**config.mk**
```make
export PLATFORM = sky130hd
export DESIGN_NAME = visited_bitmap
export DESIGN_NICKNAME = d
export VERILOG_FILES = /design/src/rtl/visited_bitmap.sv
export SDC_FILE = /design/constraint.sdc
export NUM_CORES = 1
export LEC_CHECK = 0
export CORE_AREA = 4 4 290 292
export CTS_BUF_LIST = sky130_fd_sc_hd__clkbuf_16
export CTS_CLUSTER_SIZE = 16
export DETAILED_ROUTE_END_ITERATION = 6
export DIE_AREA = 0 0 294 296
export PLACE_DENSITY = 0.73
export SLEW_MARGIN = 30
export SYNTH_ARGS = -nofsm -noshare
export SYNTH_HDL_FRONTEND = slang
export SYNTH_SLANG_ARGS = --single-unit
export TNS_END_PERCENT = 100
```
**constraint.sdc**
```tcl
create_clock -name clk_in -period 3.8 [get_ports clk_in]
set_clock_uncertainty 0.15 [all_clocks]
set_input_delay 0.76 -clock clk_in [delete_from_list [all_inputs] [get_ports clk_in]]
set_output_delay 0.76 -clock clk_in [all_outputs]
set_load 0.05 [all_outputs]
```
**src/rtl/visited_bitmap.sv**
```systemverilog
// Visited-vertex bitmap: pipelined atomic test-and-set with in-flight write
// forwarding, a distinct-vertex counter and a word-at-a-time clear sweep.
module visited_bitmap #(
  parameter int DEPTH_BITS = 10
) (
  input  logic                  clk_in,
  input  logic                  rst_in,
  input  logic [31:0]           v_addr_in,
  input  logic                  v_addr_valid_in,
  input  logic                  clear_in,
  output logic                  ready_out,
  output logic                  visited_out,
  output logic                  valid_v_out,
  output logic                  range_err_out,
  output logic [DEPTH_BITS:0]   visited_count_out
);
  localparam int WA = DEPTH_BITS - 5;
  localparam int WORDS = 1 << WA;
  localparam logic [WA-1:0] LAST_WORD = {WA{1'b1}};
  localparam logic [DEPTH_BITS:0] COUNT_MAX = {1'b1, {DEPTH_BITS{1'b0}}};
  localparam logic [DEPTH_BITS:0] COUNT_ONE = {{DEPTH_BITS{1'b0}}, 1'b1};

  typedef enum logic [1:0] {IDLE = 2'd0, DRAIN = 2'd1, CLEAR = 2'd2} state_t;

  state_t             state_r, state_next_s;
  logic               ready_r, ready_next_s;
  logic [WA-1:0]      clr_idx_r;
  logic [31:0]        mem_r [WORDS];
  logic [31:0]        rd_word_r;
  logic               acc_s, in_range_s;
  logic [WA-1:0]      req_word_s;
  logic [4:0]         req_bit_s;
  logic               s1_valid_r, s1_oor_r;
  logic [WA-1:0]      s1_word_r;
  logic [4:0]         s1_bit_r;
  logic [31:0]        base_word_s, new_word_s;
  logic               old_bit_s;
  logic               s2_valid_r, s2_oor_r, s2_old_r;
  logic [WA-1:0]      s2_word_r;
  logic [31:0]        s2_data_r;
  logic               wb_valid_r;
  logic [WA-1:0]      wb_word_r;
  logic [31:0]        wb_data_r;
  logic               mem_wen_s;
  logic [WA-1:0]      mem_waddr_s;
  logic [31:0]        mem_wdata_s;
  logic               valid_r, visited_r, range_err_r;
  logic [DEPTH_BITS:0] count_r;

  assign acc_s      = v_addr_valid_in & ready_r;
  assign in_range_s = (v_addr_in >> DEPTH_BITS) == 32'd0;
  assign req_word_s = v_addr_in[DEPTH_BITS-1:5];
  assign req_bit_s  = v_addr_in[4:0];

  // Stage 1 request register
  always_ff @(posedge clk_in) begin
    if (rst_in) begin
      s1_valid_r <= 1'b0;
      s1_oor_r   <= 1'b0;
      s1_word_r  <= {WA{1'b0}};
      s1_bit_r   <= 5'd0;
    end else begin
      s1_valid_r <= acc_s;
      if (acc_s) begin
        s1_oor_r  <= ~in_range_s;
        s1_word_r <= req_word_s;
        s1_bit_r  <= req_bit_s;
      end
    end
  end

  // Registered bitmap read (BRAM-style, old data on a same-edge write)
  always_ff @(posedge clk_in) begin
    rd_word_r <= mem_r[req_word_s];
  end

  // Bitmap write port
  always_ff @(posedge clk_in) begin
    if (mem_wen_s) begin
      mem_r[mem_waddr_s] <= mem_wdata_s;
    end
  end

  // Newest pending copy of the word wins: stage 2, then the word written last edge
  always_comb begin
    base_word_s = rd_word_r;
    if (s2_valid_r && !s2_oor_r && (s2_word_r == s1_word_r)) begin
      base_word_s = s2_data_r;
    end else if (wb_valid_r && (wb_word_r == s1_word_r)) begin
      base_word_s = wb_data_r;
    end else begin
      base_word_s = rd_word_r;
    end
    old_bit_s  = base_word_s[s1_bit_r];
    new_word_s = base_word_s | (32'd1 << s1_bit_r);
  end

  // Stage 2 and last-write registers
  always_ff @(posedge clk_in) begin
    if (rst_in) begin
      s2_valid_r <= 1'b0;
      s2_oor_r   <= 1'b0;
      s2_old_r   <= 1'b0;
      s2_word_r  <= {WA{1'b0}};
      s2_data_r  <= 32'd0;
      wb_valid_r <= 1'b0;
      wb_word_r  <= {WA{1'b0}};
      wb_data_r  <= 32'd0;
    end else begin
      s2_valid_r <= s1_valid_r;
      s2_oor_r   <= s1_oor_r;
      s2_old_r   <= s1_oor_r | old_bit_s;
      s2_word_r  <= s1_word_r;
      s2_data_r  <= new_word_s;
      wb_valid_r <= s2_valid_r & ~s2_oor_r;
      wb_word_r  <= s2_word_r;
      wb_data_r  <= s2_data_r;
    end
  end

  // Write-port arbitration: the sweep only runs with the pipeline empty
  always_comb begin
    mem_wen_s   = 1'b0;
    mem_waddr_s = clr_idx_r;
    mem_wdata_s = 32'd0;
    if (rst_in) begin
      mem_wen_s = 1'b0;
    end else if (state_r == CLEAR) begin
      mem_wen_s   = 1'b1;
      mem_waddr_s = clr_idx_r;
      mem_wdata_s = 32'd0;
    end else if (s2_valid_r && !s2_oor_r) begin
      mem_wen_s   = 1'b1;
      mem_waddr_s = s2_word_r;
      mem_wdata_s = s2_data_r;
    end else begin
      mem_wen_s = 1'b0;
    end
  end

  // FSM state register and sweep counter
  always_ff @(posedge clk_in) begin
    if (rst_in) begin
      state_r   <= CLEAR;
      clr_idx_r <= {WA{1'b0}};
    end else begin
      state_r <= state_next_s;
      if ((state_r == CLEAR) && (clr_idx_r != LAST_WORD)) begin
        clr_idx_r <= clr_idx_r + {{(WA-1){1'b0}}, 1'b1};
      end else begin
        clr_idx_r <= {WA{1'b0}};
      end
    end
  end

  // FSM next state
  always_comb begin
    state_next_s = state_r;
    case (state_r)
      IDLE:    state_next_s = clear_in ? DRAIN : IDLE;
      DRAIN:   state_next_s = (!s1_valid_r && !s2_valid_r) ? CLEAR : DRAIN;
      CLEAR:   state_next_s = (clr_idx_r == LAST_WORD) ? IDLE : CLEAR;
      default: state_next_s = CLEAR;
    endcase
  end

  // FSM outputs (registered below, so decoded from the next state)
  always_comb begin
    ready_next_s = 1'b0;
    if (state_next_s == IDLE) begin
      ready_next_s = 1'b1;
    end else begin
      ready_next_s = 1'b0;
    end
  end

  // Registered response, ready and count
  always_ff @(posedge clk_in) begin
    if (rst_in) begin
      ready_r     <= 1'b0;
      valid_r     <= 1'b0;
      visited_r   <= 1'b0;
      range_err_r <= 1'b0;
      count_r     <= {(DEPTH_BITS+1){1'b0}};
    end else begin
      ready_r     <= ready_next_s;
      valid_r     <= s2_valid_r;
      visited_r   <= s2_valid_r & s2_old_r;
      range_err_r <= s2_valid_r & s2_oor_r;
      if ((state_r != CLEAR) && (state_next_s == CLEAR)) begin
        count_r <= {(DEPTH_BITS+1){1'b0}};
      end else if (s2_valid_r && !s2_oor_r && !s2_old_r && (count_r != COUNT_MAX)) begin
        count_r <= count_r + COUNT_ONE;
      end else begin
        count_r <= count_r;
      end
    end
  end

  assign ready_out         = ready_r;
  assign valid_v_out       = valid_r;
  assign visited_out       = visited_r;
  assign range_err_out     = range_err_r;
  assign visited_count_out = count_r;
endmodule

```
==> results of run 1 <==
-- cell type report --
cell class | count | area, µm² | share of cell area (%)
flip-flops and latches | 1168 | 33600 | 65.8
multi-input cells | 855 | 10700 | 20.9
clock buffers | 114 | 2850 | 5.58
repair buffers | 189 | 1960 | 3.84
well taps | 1070 | 1340 | 2.62
clock inverters | 90 | 592 | 1.16
inverters | 6 | 22.5 | 0.0441
-- per-stage QoR --
step	hold slack, ps	utilization [%]	std cells	instance area (µm²)
3_3_place_gp	303	58.4	3288	47600
6_report	327	62.6	3492	51100
5_1_grt	330	62.6	3492	51100
4_1_cts	326	62.6	3492	51100
2_1_floorplan	277	-	2147	44600
3_5_place_dp	313	58.4	3288	47700
-- report_power, final --
part           switching (µW)  internal [µW]  leakage, µW
registers                85.1          13900       0.0101
clock network            4560           5870      0.00180
logic                     528            467      0.00412
-- cell usage in the layout, fill, tap and decap left out, types with 4 or more instances in the layout --
master	n
edfxtp_1	1024
mux4_2	320
dfxtp_1	144
clkbuf_16	114
buf_4	107
nor2_1	74
nand2_1	69
nor2b_1	51
a21oi_1	47
clkdlybuf4s50_1	44
and2_1	39
mux2_2	36
inv_1	34
buf_12	34
nor2_4	32
clkinv_1	26
nand3_1	25
clkinv_2	18
a31oi_1	17
xnor2_1	13
o21ai_0	13
nor3_1	13
xor2_1	9
nand2b_1	7
o22a_1	7
bufinv_16	7
a311oi_1	6
mux2i_1	5
and3_1	5
a31o_2	5
nor4_1	5
nand4_1	4
o2bb2ai_1	4
ha_1	4
clkinvlp_4	4
-- routing by layer --
layer	vias to the layer above	wire length, µm	track usage (%)
met5	-	0	0
met1	11600	40700	34.9
met3	165	10500	4.97
met4	0	3050	7.41
li1	9172	-	-
met2	1234	51600	39.6
-- logic make-up after synthesis --
| group | after synthesis | share of synthesized area, % |
|---|---|---|
| compound gates | 129 | 1.92 |
| xor+xnor | 22 | 0.432 |
| fa+ha+maj | 4 | 0.112 |
| buf+inv | 124 | 1.30 |
| flops | 1168 | 75.4 |
| mux | 361 | 17.2 |
| simple gates | 339 | 3.72 |
-- registers in the layout (all words and copies together), names as in the netlist, 2 cells and up --
register and count:
wb_word_r 5, clr_idx_r 5, wb_data_r 32, s1_bit_r 5
visited_count_out 11, mem_r 1024, s2_data_r 32, rd_word_r 32
s2_word_r 5, s1_word_r 5, state_r 2
-- worst max path at each step --
stage,startpoint,end,cells after the start
final,s2_word_r[1],s2_old_r,9
after floorplan,rst_in,mem_r[18][0],6
after global placement,rst_in,mem_r[6][29],8
after CTS,state_r[1],mem_r[6][29],7
after detailed placement,rst_in,mem_r[6][31],8
after global routing,s1_word_r[1],s2_old_r,8
-- worst max-delay path: cells and delay by family, from the launching register on --
kind | cells | cell delay, ps
AND/OR/NAND/NOR | 2 | 380
buffers and inverters | 2 | 390
AO/OA/AOI/OAI | 4 | 1350
flip-flops | 1 | 610
XOR/XNOR | 1 | 200
==> flow_summary.ini, run 1 <==
[detailed_routing]
ant_nets = 0
finalWirelength_um = 106000
vias = 22200
drt_pass1_iterations = 5
drt_iter0_drc = 2839
wl_per_cell_um = 30.3
drc = 0
vias_per_cell = 6.36

[floorplanning]
die_area_um2 = 87000
ios = 51
die_x_um = 294
fp.dieH_um = 296
start_util_pct = 54.7
fp-row-count = 105
core_area_um2 = 81600

[timing]
max_clock_freq_ghz = 0.303
period_needed_ps = 3300
setup_ws_ps = 503
period_share_pct = 86.8
hold_violations = 0
final-setup-viol-count = 0
rsz0062_at_grt = false
relSlewSlack_pct = 38.9
maxSlewViolCount = 0
tns_ps = 0
worst_pin_slew_ps = 916

[synth]
synth.cell_area_um2 = 44600
synth_edf_count = 1024
ys_warn_count = 0
ys_ff_latch = 1168
synth_cell_types = 60
seq_area_frac_synth_pct = 75.4
synth_area_leaders = edfxtp_1 69%, mux4_2 16%, dfxtp_1 6.5%
syn-instance-count = 2147
synth_top_area_share_pct = 68.9
ys.flop_type = edfxtp_1
post-synth-top-count-cell = edfxtp_1
avgSynthCellArea_um2 = 20.8
async_flop_share_pct = 0
synthTopCellsByCount = 1024 x edfxtp_1, 320 x mux4_2, 144 x dfxtp_1
synth_top_area_cell = edfxtp_1
syn_nets = 2187

[job]
maxCapViolations = 0

[clocking]
cts_tree = yes
cts.sinks = 1168
numCtsBuffers = 111
htree_levels = 3
clk_path_buf_depth = 3
clkTransAtPathRegs_ps = 60
cts_root_buf = clkbuf_16
cts_resized = 0
insertion_delay_ps = 680
cts_setup_buffers = 0
hold_buffers = 0

[setup_path]
critPathSlowestCell = dfxtp_1
crit_type = reg -> reg
worstPathRequired_ps = 4140
start_kind = register
worst-path-max-fanout = 49
crit_path_end_kind = register
path_cells = xnor2_1, nand4_1, buf_4, or2_1, buf_12, a31oi_1, a2111oi_0, a31o_2, a311oi_1
cp.arrival_ps = 3640
rr_endpoint = s2_old_r
reg2reg_slack_ps = 500
r2r-start = s2_word_r[1]
rr_worst_depth = 9
cpPeakStageDelay_ps = 610

[layout]
diodes = 0
fillCellCount = 5312
drive_above_1_share_pct = 28.8
syn_to_final_growth_pct = 14.5
final_nets = 2371

[status]
status = complete, no violations

[place]
dpl_worst_slack_ps = 134
dp_hpwl_um = 63400
place_congestion = 0.911
io_buffer_count = 50

[global_routing]
grt_pass1_vias = 22500
grt_start_max_net_pins = 87
grt_pass1_wl_um = 155000
grt_antenna_before_repair = 5
grt-ovfl-total = 0
grt_util_all_layers_pct = 24.6

[power]
power_leakage_uw = 0.0161
ir_worst_vdd_mv = 0.396
p_per_area_nw_per_um2 = 498
p_total_uw = 25400

[hold_path]
worstHoldStart = s1_valid_r
whs_path_depth = 1
hold_end = s2_valid_r
hp-class = reg -> reg
Note: power is estimated with default switching activity, not from simulation.
==> inputs of run 2 (changes only) <==
--- a/config.mk
+++ b/config.mk
@@ -5,12 +5,12 @@
 export SDC_FILE = /design/constraint.sdc
 export NUM_CORES = 1
 export LEC_CHECK = 0
-export CORE_AREA = 4 4 290 292
+export CORE_AREA = 4 4 368 370
 export CTS_BUF_LIST = sky130_fd_sc_hd__clkbuf_16
-export CTS_CLUSTER_SIZE = 16
+export CTS_CLUSTER_SIZE = 14
 export DETAILED_ROUTE_END_ITERATION = 6
-export DIE_AREA = 0 0 294 296
-export PLACE_DENSITY = 0.73
+export DIE_AREA = 0 0 372 374
+export PLACE_DENSITY = 0.49
 export SLEW_MARGIN = 30
 export SYNTH_ARGS = -nofsm -noshare
 export SYNTH_HDL_FRONTEND = slang
==> flow_summary.ini, run 2 (synthesis results as in run 1) <==
[clocking]
cts.sinks = 1168
cts_resized = 0
clk_path_buf_depth = 3
insertion_delay_ps = 710
numCtsBuffers = 119
cts_setup_buffers = 0
htree_levels = 3
hold_buffers = 0
clkTransAtPathRegs_ps = 60
cts_root_buf = clkbuf_16
cts_tree = yes

[global_routing]
grt_pass1_wl_um = 162000
grt_util_all_layers_pct = 16.1
grt_pass1_vias = 22900
grt_antenna_before_repair = 0
grt-ovfl-total = 0
grt_start_max_net_pins = 87

[layout]
largest_reg_flops = 1024
drive_above_1_share_pct = 29.6
layout_commonest_cell = edfxtp_1
final_nets = 2385
fillCellCount = 11800
multi_input_area_um2 = 10700
final_area_um2 = 52300
layout_common_cells = 1024 x edfxtp_1, 320 x mux4_2, 144 x dfxtp_1
seqCellArea_um2 = 33600
largest_register = mem_r
final_util_pct = 39.5
syn_to_final_growth_pct = 17.2

[setup_path]
path_cells = xnor2_1, and4_1, nand2_4, o211ai_1, a211oi_1, o21bai_1, o2111ai_1, a311oi_1, buf_4
worstPathRequired_ps = 4310
crit_type = reg -> reg
crit_path_end_kind = register
critPathSlowestCell = and4_1
start_kind = register
cpPeakStageDelay_ps = 620
worst-path-max-fanout = 23
cp.arrival_ps = 3830

[detailed_routing]
vias = 21500
wl_met3_um = 5590
wl_per_cell_um = 26.4
highest_layer = met4
vias_per_cell = 5.10
finalWirelength_um = 111000
drt_iter0_drc = 1963
drc = 0
drt_pass1_iterations = 7
dr_wl_met2_um = 54000
drt-met1-wl_um = 48100
ant_nets = 0

[power]
ir_worst_vdd_mv = 0.379
power_leakage_uw = 0.0163
p_per_area_nw_per_um2 = 507

[timing]
relSlewSlack_pct = 34.7
period_needed_ps = 3320
hold_violations = 0
maxSlewViolCount = 0
rsz0062_at_grt = false
worst_pin_slew_ps = 980
max_clock_freq_ghz = 0.301
period_share_pct = 87.4
final-setup-viol-count = 0

[floorplanning]
die_x_um = 372
core_area_um2 = 133000
ios = 51
die_area_um2 = 139000
fp-row-count = 134
start_util_pct = 33.7
fp.dieH_um = 374

[hold_path]
hp-class = reg -> reg

[job]
maxCapViolations = 0

[status]
status = complete, no violations

[place]
io_buffer_count = 50
place_congestion = 0.828
place_area_um2 = 48400
dp_hpwl_um = 68400
==> run 2: per-stage QoR <==
stage	power, µW	TNS, ps	setup slack [ps]	cells	hold slack (ps)
floorplan	14900	-254070	-291	2147	277
global placement	15300	-1700	-133	3991	301
detailed placement	15300	0	247	3992	308
CTS	26900	0	295	4219	323
global route	27400	0	163	4219	336
finish	26500	0	480	4222	323
==> run 2: layout make-up <==
class / count / area share, %
clock inverter: 106 / 1.64
sequential: 1168 / 64.3
inverter: 6 / 0.0430
tap: 1768 / 4.23
antenna: 3 / 0.0143
timing repair buffer: 195 / 3.58
multi-input combinational: 855 / 20.4
clock buffer: 121 / 5.79
==> run 2: worst paths after layout <==
path / cells past startpoint / end / from / slack [ps]
setup reg to reg: 9 / s2_old_r / s1_word_r[0] / 480
hold / removal: 1 / s2_valid_r / s1_valid_r / 320
setup / recovery: 9 / s2_old_r / s1_word_r[0] / 480
hold reg to reg: 1 / s2_valid_r / s1_valid_r / 320
==> run 2: worst max-delay path: cells and delay by family (launching register included) <==
family / cells / cell delay [ps]
simple gates: 2 / 970
buf+inv: 1 / 210
flops: 1 / 330
compound gates: 5 / 1330
xor+xnor: 1 / 250
==> run 2: report_power, final <==
part / total (µW) / internal [µW] / switching (µW)
Combinational: 995 / 464 / 531
Sequential: 14000 / 13900 / 87.1
Clock: 11500 / 6650 / 4860
==> run 2: metal layers <==
metal	up-vias	track usage, %
met1	11600	21.9
li1	9242	-
met4	0	5.20
met3	176	3.13
met2	548	26.0
met5	-	0
==> inputs of run 3 (changes only) <==
--- a/config.mk
+++ b/config.mk
@@ -6,7 +6,7 @@
 export NUM_CORES = 1
 export LEC_CHECK = 0
 export CORE_AREA = 4 4 368 370
-export CTS_BUF_LIST = sky130_fd_sc_hd__clkbuf_16
+export CTS_BUF_LIST = sky130_fd_sc_hd__clkbuf_2 sky130_fd_sc_hd__clkbuf_4 sky130_fd_sc_hd__clkbuf_8
 export CTS_CLUSTER_SIZE = 14
 export DETAILED_ROUTE_END_ITERATION = 6
 export DIE_AREA = 0 0 372 374
==> flow_summary.ini, run 3 (synthesis results as in run 1) <==
[setup_path]
worstPathRequired_ps = 4460
crit_path_end_kind = register
worst-path-max-fanout = 23
rr_endpoint = s2_old_r
crit_type = reg -> reg
reg2reg_slack_ps = 460
start_kind = register
crit_start = s1_word_r[3]
rr_worst_depth = 9
cp.arrival_ps = 3990
r2r-start = s1_word_r[3]

[global_routing]
grt-ovfl-total = 0
grt_start_max_net_pins = 87
grt_antenna_before_repair = 3
grt_pass1_vias = 23500
grt_util_all_layers_pct = 16.3
grt_pass1_wl_um = 164000

[status]
status = complete, no violations

[power]
power_leakage_uw = 0.0163
power_frac_comb_pct = 3.8
switching_share_pct = 21.5
seqPwrFrac_pct = 54.0
clkPwrFrac_pct = 42.2
ir_worst_vdd_mv = 0.356
p_per_area_nw_per_um2 = 496
switchingPower_uw = 5570
p_int_uw = 20400

[floorplanning]
ios = 51
fp-row-count = 134
start_util_pct = 33.7
die_area_um2 = 139000
core_area_um2 = 133000
die_x_um = 372
fp.dieH_um = 374

[clocking]
clkTransAtPathRegs_ps = 60
cts_tree = yes
insertion_delay_ps = 880
cts.sinks = 1168
cts_root_buf = clkbuf_8
clk_path_buf_depth = 3
cts_resized = 0
cts_setup_buffers = 0
hold_buffers = 0
htree_levels = 4
numCtsBuffers = 191

[layout]
drive_above_1_share_pct = 33.7
largest_register = mem_r
stdcell_count = 4349
largest_reg_flops = 1024
final_util_pct = 39.4
layout_commonest_cell = edfxtp_1
syn_to_final_growth_pct = 17.2
fillCellCount = 11900
final_nets = 2457
layout_common_cells = 1024 x edfxtp_1, 320 x mux4_2, 211 x clkbuf_8

[timing]
max_clock_freq_ghz = 0.300
maxSlewViolCount = 0
relSlewSlack_pct = 35.2
setup_ws_ps = 461
hold_violations = 0
period_share_pct = 87.9
worst_pin_slew_ps = 972
period_needed_ps = 3340
final-setup-viol-count = 0
rsz0062_at_grt = false

[place]
dpl_worst_slack_ps = 247
dp_hpwl_um = 68400
io_buffer_count = 50
place_congestion = 0.828
placed_cells = 3992

[hold_path]
hp-class = in -> reg
worstHoldStart = rst_in
whs_path_depth = 3
hold_end = wb_valid_r

[detailed_routing]
ant_nets = 0
finalWirelength_um = 113000
wl_per_cell_um = 26.0
drc = 0
vias_per_cell = 5.04
drt_pass1_iterations = 5
drt_iter0_drc = 1918
vias = 21900

[job]
maxCapViolations = 0
[run 3: cell count changes in the layout (fill, tap and decap cells not counted), moves of 2 or more]
cell and delta:
clkbuf_8 +211, clkbuf_16 -121, clkbuf_4 +63, inv_1 -33
clkinv_1 +15, bufinv_16 -9, inv_6 +3, clkinv_2 -2
diode_2 +2, inv_8 +2
[run 3: critical path: stages, from the launching register on]
cell and delay, ps:
dfxtp_1 340, xnor2_1 260, and4_1 630, nand2_4 350, o211ai_1 300, a211oi_1 120, o21bai_1 190, o2111ai_1 170
a311oi_1 570, buf_4 210
[run 3: worst max-delay path by stage]
stage	end	depth (start not counted)
after floorplan	mem_r[18][0]	6
after global placement	mem_r[27][18]	8
after detailed placement	mem_r[2][16]	8
after CTS	s2_old_r	9
after global routing	s2_old_r	9
final	s2_old_r	9
[run 3: area by class of cell]
| cell class | count | area, µm² | share of cell area (%) |
|---|---|---|---|
| multi-input cells | 855 | 10700 | 20.4 |
| clock buffers | 274 | 3380 | 6.46 |
| clock inverters | 78 | 494 | 0.945 |
| inverters | 6 | 22.5 | 0.0431 |
| diodes | 5 | 12.5 | 0.0239 |
| well taps | 1768 | 2210 | 4.23 |
| repair buffers | 195 | 1870 | 3.58 |
| flip-flops and latches | 1168 | 33600 | 64.3 |
[run 3: per-layer routing]
layer / up-vias / track usage, % / wire, µm
li1: 9386 / - / -
met1: 11800 / 21.9 / 48900
met2: 598 / 26.4 / 55400
met3: 152 / 3.60 / 5810
met4: 0 / 5.67 / 3140
met5: - / 0 / 0
[run 3: metrics by stage]
| stage | instance area, µm² | hold slack (ps) | TNS [ps] | total power [µW] |
|---|---|---|---|---|
| 2_1_floorplan | 44600 | 277 | -254070 | 14900 |
| 3_5_place_dp | 48400 | 308 | 0 | 15300 |
| 3_3_place_gp | 48400 | 301 | -1700 | 15300 |
| 5_1_grt | 52300 | 195 | 0 | 27000 |
| 6_report | 52300 | 233 | 0 | 26000 |
| 4_1_cts | 52300 | 139 | 0 | 26300 |
[run 3: power by group through the flow]
stage                     clock network (µW)  registers (µW)  logic [µW]
after CTS                              11300           14000        1020
after global placement                     0           14300        1010
after detailed placement                   0           14300        1020
after floorplan                            0           14200         646
after global routing                   11900           14000        1070
final                                  11000           14000         997
